===== src/rtl/muldiv_seq.sv =====
// muldiv_seq: iterative RV32M multiply/divide sequencer for the execute stage.
// A shift-add multiplier and a restoring divider run on operand magnitudes,
// one bit per cycle. Signs are applied in a final FIX cycle. Divide-by-zero
// and signed overflow bypass the iteration and finish in two cycles.
//
// Ports:
//   clk     - clock, rising edge
//   rst     - synchronous active-high reset
//   start   - request, sampled only when idle (IDLE or DONE)
//   kill    - synchronous abort of an operation in flight
//   funct3  - RV32M operation select (MUL..REMU)
//   rs1     - multiplicand / dividend
//   rs2     - multiplier / divisor
//   busy    - operation in progress (registered)
//   done    - one-cycle completion pulse (registered)
//   result  - final value, held until the next completion (registered)
module muldiv_seq #(
   parameter int unsigned WIDTH = 32
) (
   input  logic             clk,
   input  logic             rst,
   input  logic             start,
   input  logic             kill,
   input  logic [2:0]       funct3,
   input  logic [WIDTH-1:0] rs1,
   input  logic [WIDTH-1:0] rs2,
   output logic             busy,
   output logic             done,
   output logic [WIDTH-1:0] result
);

   localparam int unsigned CW = (WIDTH > 1) ? $clog2(WIDTH) : 1;
   localparam int unsigned PW = 2 * WIDTH;

   typedef enum logic [1:0] {
      S_IDLE = 2'd0,
      S_CALC = 2'd1,
      S_FIX  = 2'd2,
      S_DONE = 2'd3
   } state_t;

   state_t           state_q, state_d;
   logic [CW-1:0]    cnt_q, cnt_d;
   logic [PW-1:0]    prod_q, prod_d;     // {hi, lo}: product, or {remainder, quotient}
   logic [WIDTH-1:0] opb_q, opb_d;       // multiplicand or divisor magnitude
   logic [WIDTH-1:0] spec_q, spec_d;     // precomputed special-case result
   logic             special_q, special_d;
   logic             wait_q, wait_d;     // special case spends one extra cycle in FIX
   logic             sign1_q, sign1_d;
   logic             sign2_q, sign2_d;
   logic [2:0]       op_q, op_d;
   logic             busy_d, done_d;
   logic [WIDTH-1:0] result_d;

   // Start-time operand decode
   logic             rs1_signed, rs2_signed;
   logic             neg1, neg2;
   logic [WIDTH-1:0] abs1, abs2;
   logic             div0, ovf;
   logic [WIDTH-1:0] spec_val;
   logic             accept;

   always_comb begin
      rs1_signed = funct3[2] ? ~funct3[0] : (funct3[1:0] != 2'b11);
      rs2_signed = funct3[2] ? ~funct3[0] : ~funct3[1];
      neg1       = rs1_signed & rs1[WIDTH-1];
      neg2       = rs2_signed & rs2[WIDTH-1];
      abs1       = neg1 ? (-rs1) : rs1;
      abs2       = neg2 ? (-rs2) : rs2;
      div0       = funct3[2] && (rs2 == '0);
      ovf        = funct3[2] && !funct3[0]
                   && (rs1 == {1'b1, {(WIDTH-1){1'b0}}}) && (rs2 == '1);
      // funct3[1] selects REM/REMU over DIV/DIVU
      if (div0) begin
         spec_val = funct3[1] ? rs1 : '1;
      end else begin
         spec_val = funct3[1] ? '0 : rs1;
      end
      accept = start && !kill && ((state_q == S_IDLE) || (state_q == S_DONE));
   end

   // One iteration of each algorithm
   logic [WIDTH:0]   mul_sum;
   logic [PW-1:0]    mul_next;
   logic [WIDTH:0]   div_trial;
   logic [WIDTH:0]   div_diff;
   logic [WIDTH-1:0] div_hi;
   logic [PW-1:0]    div_next;

   always_comb begin
      // Multiplier bit is prod_q[0]; partial sum is added to the high half, then shift right
      mul_sum   = prod_q[0] ? ({1'b0, prod_q[PW-1:WIDTH]} + {1'b0, opb_q})
                            : {1'b0, prod_q[PW-1:WIDTH]};
      mul_next  = {mul_sum, prod_q[WIDTH-1:1]};
      // Partial remainder shifted left by one with the next dividend bit
      div_trial = prod_q[PW-1:WIDTH-1];
      div_diff  = div_trial - {1'b0, opb_q};
      div_hi    = div_diff[WIDTH] ? div_trial[WIDTH-1:0] : div_diff[WIDTH-1:0];
      div_next  = {div_hi, prod_q[WIDTH-2:0], ~div_diff[WIDTH]};
   end

   // Sign correction and result select
   logic [PW-1:0]    mul_res;
   logic [WIDTH-1:0] mul_sel;
   logic [WIDTH-1:0] quo, rem, div_sel;
   logic [WIDTH-1:0] fix_val;

   always_comb begin
      mul_res = (sign1_q ^ sign2_q) ? (-prod_q) : prod_q;
      mul_sel = (op_q[1:0] == 2'b00) ? mul_res[WIDTH-1:0] : mul_res[PW-1:WIDTH];
      quo     = prod_q[WIDTH-1:0];
      rem     = prod_q[PW-1:WIDTH];
      if (op_q[1]) begin
         div_sel = sign1_q ? (-rem) : rem;
      end else begin
         div_sel = (sign1_q ^ sign2_q) ? (-quo) : quo;
      end
      if (special_q) begin
         fix_val = spec_q;
      end else begin
         fix_val = op_q[2] ? div_sel : mul_sel;
      end
   end

   // Next-state and datapath update
   always_comb begin
      state_d   = state_q;
      cnt_d     = cnt_q;
      prod_d    = prod_q;
      opb_d     = opb_q;
      spec_d    = spec_q;
      special_d = special_q;
      wait_d    = wait_q;
      sign1_d   = sign1_q;
      sign2_d   = sign2_q;
      op_d      = op_q;
      result_d  = result;

      case (state_q)
         S_IDLE: begin
            state_d = S_IDLE;
         end
         S_CALC: begin
            if (kill) begin
               state_d = S_IDLE;
               cnt_d   = '0;
            end else begin
               prod_d = op_q[2] ? div_next : mul_next;
               cnt_d  = cnt_q + CW'(1);
               if (cnt_q == CW'(WIDTH - 1)) begin
                  state_d = S_FIX;
                  cnt_d   = '0;
               end
            end
         end
         S_FIX: begin
            if (kill) begin
               state_d = S_IDLE;
               wait_d  = 1'b0;
            end else if (wait_q) begin
               wait_d = 1'b0;
            end else begin
               state_d  = S_DONE;
               result_d = fix_val;
            end
         end
         S_DONE: begin
            state_d = S_IDLE;
         end
         default: begin
            state_d = S_IDLE;
         end
      endcase

      // Capture operands on an accepted start (only possible in IDLE or DONE)
      if (accept) begin
         op_d      = funct3;
         sign1_d   = neg1;
         sign2_d   = neg2;
         cnt_d     = '0;
         special_d = div0 | ovf;
         wait_d    = div0 | ovf;
         spec_d    = spec_val;
         if (funct3[2]) begin
            opb_d  = abs2;
            prod_d = {{WIDTH{1'b0}}, abs1};
         end else begin
            opb_d  = abs1;
            prod_d = {{WIDTH{1'b0}}, abs2};
         end
         state_d = (div0 | ovf) ? S_FIX : S_CALC;
      end

      busy_d = (state_d == S_CALC) || (state_d == S_FIX);
      done_d = (state_d == S_DONE);
   end

   // State and output registers
   always_ff @(posedge clk) begin
      if (rst) begin
         state_q   <= S_IDLE;
         cnt_q     <= '0;
         prod_q    <= '0;
         opb_q     <= '0;
         spec_q    <= '0;
         special_q <= 1'b0;
         wait_q    <= 1'b0;
         sign1_q   <= 1'b0;
         sign2_q   <= 1'b0;
         op_q      <= '0;
         busy      <= 1'b0;
         done      <= 1'b0;
         result    <= '0;
      end else begin
         state_q   <= state_d;
         cnt_q     <= cnt_d;
         prod_q    <= prod_d;
         opb_q     <= opb_d;
         spec_q    <= spec_d;
         special_q <= special_d;
         wait_q    <= wait_d;
         sign1_q   <= sign1_d;
         sign2_q   <= sign2_d;
         op_q      <= op_d;
         busy      <= busy_d;
         done      <= done_d;
         result    <= result_d;
      end
   end

endmodule


===== config.mk =====
export PLATFORM = sky130hd
export DESIGN_NAME = muldiv_seq
export DESIGN_NICKNAME = d
export VERILOG_FILES = /design/src/rtl/muldiv_seq.sv
export SDC_FILE = /design/constraint.sdc
export NUM_CORES = 1
export LEC_CHECK = 0
export CORE_MARGIN = 5
export CORE_UTILIZATION = 30
export DETAILED_ROUTE_END_ITERATION = 7
export MAX_ROUTING_LAYER = met4
export PLACE_DENSITY_LB_ADDON = 0.25
export SLEW_MARGIN = 20
export SYNTH_ARGS = -nofsm -noshare
export SYNTH_HDL_FRONTEND = slang
export SYNTH_SLANG_ARGS = --single-unit
export TNS_END_PERCENT = 20

===== constraint.sdc =====
create_clock -name clk -period 3.2 [get_ports clk]
set_input_delay 0.64 -clock clk [delete_from_list [all_inputs] [get_ports clk]]
set_output_delay 0.64 -clock clk [all_outputs]
set_load 0.1 [all_outputs]

== Word level (Yosys, flattened, before mapping) ==
Index checks and enable logic that the tools add are counted.

* Flip-flop bits (word level): 176
* Input port bits: 71
* Output and inout port bits: 34
* Logic and storage cells: 93

* Add/subtract/negate cells: 8
* Eq/ne operators: 11
* Multiplexer cells: 33
* Bitwise gates (word level): 9
* Reductions and logical operators: 19

{| class="wikitable"
|+ Operator list
! cell !! count
|-
| 32-bit two-way mux || 14
|-
| 64-bit two-way mux || 5
|-
| 32-bit negation || 4
|-
| 32-bit == test (second input constant) || 2
|-
| 64-bit negation || 1
|-
| 32-bit by 32-bit adder with 33-bit output || 1
|-
| 33-bit two-way mux || 1
|-
| 33-bit by 32-bit subtractor with 33-bit output || 1
|-
| 32-bit logical NOT || 1
|-
| 2-bit two-way mux || 6
|-
| 5-bit two-way mux || 2
|-
| 2-bit == test (second input constant) || 4
|-
| 1-bit logical AND || 6
|-
| 2-bit one-hot mux with 3 select lines || 1
|-
| 5-bit by 1-bit adder with 5-bit output (second input constant) || 1
|-
| 5-bit == test (second input constant) || 1
|-
| 1-bit NOT || 5
|-
| 2-bit by 1-bit == test with 1-bit output (second input constant) || 2
|-
| 2-bit logical NOT || 2
|-
| 1-bit two-way mux || 4
|-
| 2-bit nonzero test || 2
|-
| 2-bit OR reduction || 2
|-
| 3-bit AND reduction || 1
|-
| 1-bit AND || 2
|-
| other kinds (7) || 9
|}

== Logic depth before layout (Yosys ltp) ==
* Word-level depth: 9
* Mapped depth: 14
* Depth with buffers taken out: 12

== Least setup slack after synthesis ==
No wires, ideal clock.

* Path type: reg-to-reg
* Start point: register prod_q[31]
* End point: register prod_q[40]
* Library setup time: 0.117 ns
* Data arrival time: 3.337 ns
* Data required time: 3.083 ns
* Setup slack: -0.255 ns
* Cell stages (with the launch flop): 14
* Path buffers: 1
* Period minus slack after synthesis: 3.455 ns
* Cells stage by stage: dfxtp_1 inv_1 ha_1 fa_1 nor2b_1 o31a_1 o211ai_1 a2111oi_0 o41ai_1 a31oi_1 buf_2 mux2i_1 nand2_1 a32o_1

* Word-level cells in the longest chain between the ends: 6

{| class="wikitable"
|+ Ends and longest elaborated chain
! item !! RTL line !! RTL
|-
| start: declaration || 44 || <nowiki>logic [PW-1:0] prod_q, prod_d;</nowiki>
|-
| start signal: assignment || 217 || <nowiki>prod_q <= prod_d;</nowiki>
|-
| 33-bit by 32-bit subtractor with 33-bit output || 97 || <nowiki>div_diff = div_trial - {1'b0, opb_q};</nowiki>
|-
| 32-bit two-way mux || 98 || <nowiki>div_hi = div_diff[WIDTH] ? div_trial[WIDTH-1:0] : div_diff[WIDTH-1:0];</nowiki>
|-
| 64-bit two-way mux || 148 || <nowiki>prod_d = op_q[2] ? div_next : mul_next;</nowiki>
|-
| 64-bit two-way mux || 144 || <nowiki>if (kill) begin</nowiki>
|-
| 64-bit two-way mux || 139 || <nowiki>case (state_q)</nowiki>
|-
| 64-bit two-way mux || 176 || <nowiki>if (accept) begin</nowiki>
|}

Every way passes these cells. The select of a mux whose other input is x is not followed.
A chain may end at the register's enable or synchronous reset.

== Final worst setup path ==
* Start point: register prod_q[31]
* End point: register prod_q[61]

The elaborated chain is that of the path after synthesis.

==> run metrics <==
worst-skew pair later-pin latency around 0.5 ns; H-Tree Depth 4; synthesis warning total 0; global-route wire length before repair ~120000 um; simple-gate share of the synthesized area 0.212; DRC violation count after routing 0; router iterations before antenna repair 6; CTS sink count between 150 and 200; final setup vio count 5; area grow syn2layout 34.0%; Most common cell on crit path buf_4; Core Util, Final 0.404; endpoints failing hold 0; start of the worst register-to-register path prod_q[31]$_SDFFE_PP0P_; Die Y 245 um; total CTS buffers 17; pin count of the biggest net entering global routing between 70 and 80; antenna violations before repair 1; cell at the slowest stage of the critical path fa_2; RSZ-0062 raised after global routing true; most used flip-flop cell after synthesis dfxtp_1; data required time of the critical path between 3 and 4 ns; total routed wirelength 78100 um; die width between 200 and 250 um; number of global-route vias before repair 18300; crit-path leading delay family compound AO/OA/AOI/OAI gates; Boundary Pins about 110; clock-pin transition on the worst setup and hold timing paths around 0.080 ns; min cycle time layout between 3 and 4 ns; multiplexer share of the synthesized area 0.0436; sum of overflow across all layers after global routing 0; maximum vdd ir drop 0.000305 V; number of synthesized flops with an enable pin 0; final clock period utilization by the worst path 1.01; CP Class reg2reg; Slew @ Worst Pin 1.28 ns; CP max stage delay between 0.3 and 0.4 ns; antenna viol nets, final 0; cell area after synthesis between 15000 and 20000 um^2; Via-to-Cell Ratio roughly 5.6; total buffers and inverters traversed by the critical path 5; total number of vias just under 20000; origin of the worst setup path prod_q[31]$_SDFFE_PP0P_; net count of the mapped netlist about 2500; Initial Utilization 0.302; area of the die approximately 60000 um^2; adder-cell share of the synthesized area 0.0582; xor and xnor area share after synthesis 0.0961; share of the synthesized area in compound gates (AO/OA/AOI/OAI) 0.315; Slew Limit Fails 0; CP Capture Type flip-flop; maximum net fanout on the critical path 6; ordered cell list for the critical path inv_2 > ha_4 > fa_2 > nor2b_2 > o31a_1 > o211ai_1 > buf_4 > a2111oi_4 > buf_4 > or2_4 > a31oi_4 > buf_12 > buf_6 > nand2b_4 > o221a_4 > a32o_1; violated checks setup timing; layout cells sized above 1 0.223; Post-synth ARST share 0; post-layout instance area approximately 22000 um^2; Final Skew approximately 0.022 ns; buffers from clock root to sink, at most 2; placeable core area approximately 55000 um^2; arrival time at the worst endpoint 3.65 ns; sequential fraction of the synthesis area 0.212; Worst Setup Start Kind flip-flop; dpl cell area about 21000 um^2; std cell rows 86; routability cong. roughly 1.0; wire per inst about 22 um; run status finished, violations left; largest family of logic cells by synthesized area compound AO/OA/AOI/OAI gates; TritonCTS clock tree done; Post-Place Worst Slack -0.673 ns; buffer type at the clock tree root clkbuf_16; Final WS setup -0.0473 ns; Post-Synthesis Cells 2358; nets 2871; Leak Pwr roughly 9.1 nW; Tightest Hold Check Type reg2reg; number of I/O port buffers approximately 100; Starting DRT DRC Count roughly 1800; global router's overall resource usage 0.258; post-synthesis register bit count between 150 and 200; Max Cap Viol 0; highest clock rate just over 300 MHz; number of distinct library cells after synthesis a little over 80; CTS hold repair buffers 0; worst max-slew margin expressed relative to the limit 0.145; half-perimeter wire length of the detailed placement result 62400 um; Worst Hold Launch result[0]$_SDFFE_PP0P_; mean instance size in the synthesized netlist between 7 and 8 um^2; Pwr Density approximately 340 nW/um^2
## per-stage QoR
stage / hold WS, ns / total power [mW] / TNS [ns] / instances
final: 0.460 / 7.63 / -0.132 / 3486
after CTS: 0.461 / 7.58 / -3.73 / 3483
after global routing: 0.491 / 7.97 / -3.33 / 3486
after detailed placement: 0.450 / 5.33 / -49.13 / 3444
after global placement: 0.449 / 5.32 / -44.23 / 3444
after floorplan: 0.449 / 4.02 / -0.0302 / 2358
## worst min-delay path, cell delays in order (launching register included)
cell and delay [ns]:
dfxtp_1 0.31, nand2_1 0.05, a21oi_1 0.05
## what timing repair did
item,CTS,global route
cloned,1,0
setup buffers,8,2
endpoints found under the hold margin,0,0
pin swaps,16,36
setup endpoints to repair,56,113
gates resized for setup,41,77
## cells in the mapped netlist (26+ instances only)
| master | n | area share |
|---|---|---|
| inv_1 | 73 | 0.017 |
| a21oi_1 | 242 | 0.073 |
| o31ai_1 | 33 | 0.015 |
| a211oi_1 | 59 | 0.027 |
| nand2_1 | 226 | 0.051 |
| a31oi_1 | 29 | 0.011 |
| nand3_1 | 34 | 0.010 |
| a21o_1 | 26 | 0.012 |
| clkbuf_1 | 157 | 0.036 |
| xnor2_1 | 109 | 0.058 |
| ha_1 | 74 | 0.056 |
| dfxtp_1 | 176 | 0.21 |
| nor2_1 | 258 | 0.058 |
| or3_1 | 26 | 0.0098 |
| o21ai_0 | 202 | 0.061 |
| o211ai_1 | 56 | 0.025 |
| mux2i_1 | 70 | 0.042 |
| xor2_1 | 73 | 0.039 |
| nor3_1 | 61 | 0.018 |
## registers in the layout (all words and copies together) (netlist names), 2 cells and up
name and count:
cnt_q 5, op_q 3, opb_q 32, prod_q 64
result 32, spec_q 32, state_q 2
## kinds of logic after synthesis
logic type                 count (synthesis)
AOI/OAI and AO/OA                        823
and+or+nand+nor                          762
buffers and inverters                    267
xor gates and xnor gates                 182
DFF                                      176
adders and majority gates                 76
muxes                                     72
## final cells by class
cell class / instances / area, um^2
clock buffers: 17 / 425
fillers: 5804 / 32800
flip-flops and latches: 176 / 3530
repair buffers: 537 / 4360
well taps: 748 / 936
inverters: 77 / 289
clock inverters: 15 / 148
diodes: 1 / 2.50
multi-input cells: 1915 / 12500
## cell usage in the layout (no fill, tap or decap), types with 14 or more instances in the layout
master	netlist	layout
or3_1	26	24
a211oi_1	59	55
nand3_1	34	34
a22o_1	16	16
inv_1	73	71
a21oi_1	242	239
a31oi_1	29	26
nand2b_1	20	19
clkdlybuf4s50_1	0	65
nand4_1	21	21
or4_1	21	15
and3_1	19	19
nor2b_1	16	14
nor4_1	19	17
ha_1	74	72
nor3_1	61	57
o21ai_0	202	186
buf_4	2	451
clkbuf_16	0	17
o31ai_1	33	28
xor2_1	73	72
nand2_1	226	224
o21ai_1	8	21
mux2i_1	70	69
xnor2_1	109	107
nor2_1	258	252
dfxtp_1	176	173
o211ai_1	56	56
a21o_1	26	26
## path summary, 6_finish.rpt
kind	endpoint	slack (ns)	cells past startpoint
max	prod_q[61]$_SDFFE_PP0P_	-0.05	16
min	result[0]$_SDFFE_PP0P_	0.46	2
max reg2reg	prod_q[61]$_SDFFE_PP0P_	-0.05	16
min reg2reg	result[0]$_SDFFE_PP0P_	0.46	2
## power breakdown
group / internal [mW] / leakage (nW) / switching (mW) / total [mW]
Clock: 1.03 / 0.287 / 1.10 / 2.14
Combinational: 1.25 / 7.39 / 1.82 / 3.07
Sequential: 2.30 / 1.43 / 0.116 / 2.42
Total: 4.59 / 9.11 / 3.03 / 7.63
## metal layers
layer	track usage	share of wire
met4	0.0797	0.034
met5	-	0
met3	0.0448	0.067
met2	0.395	0.45
met1	0.348	0.45
(Power assumes the default switching activity.)
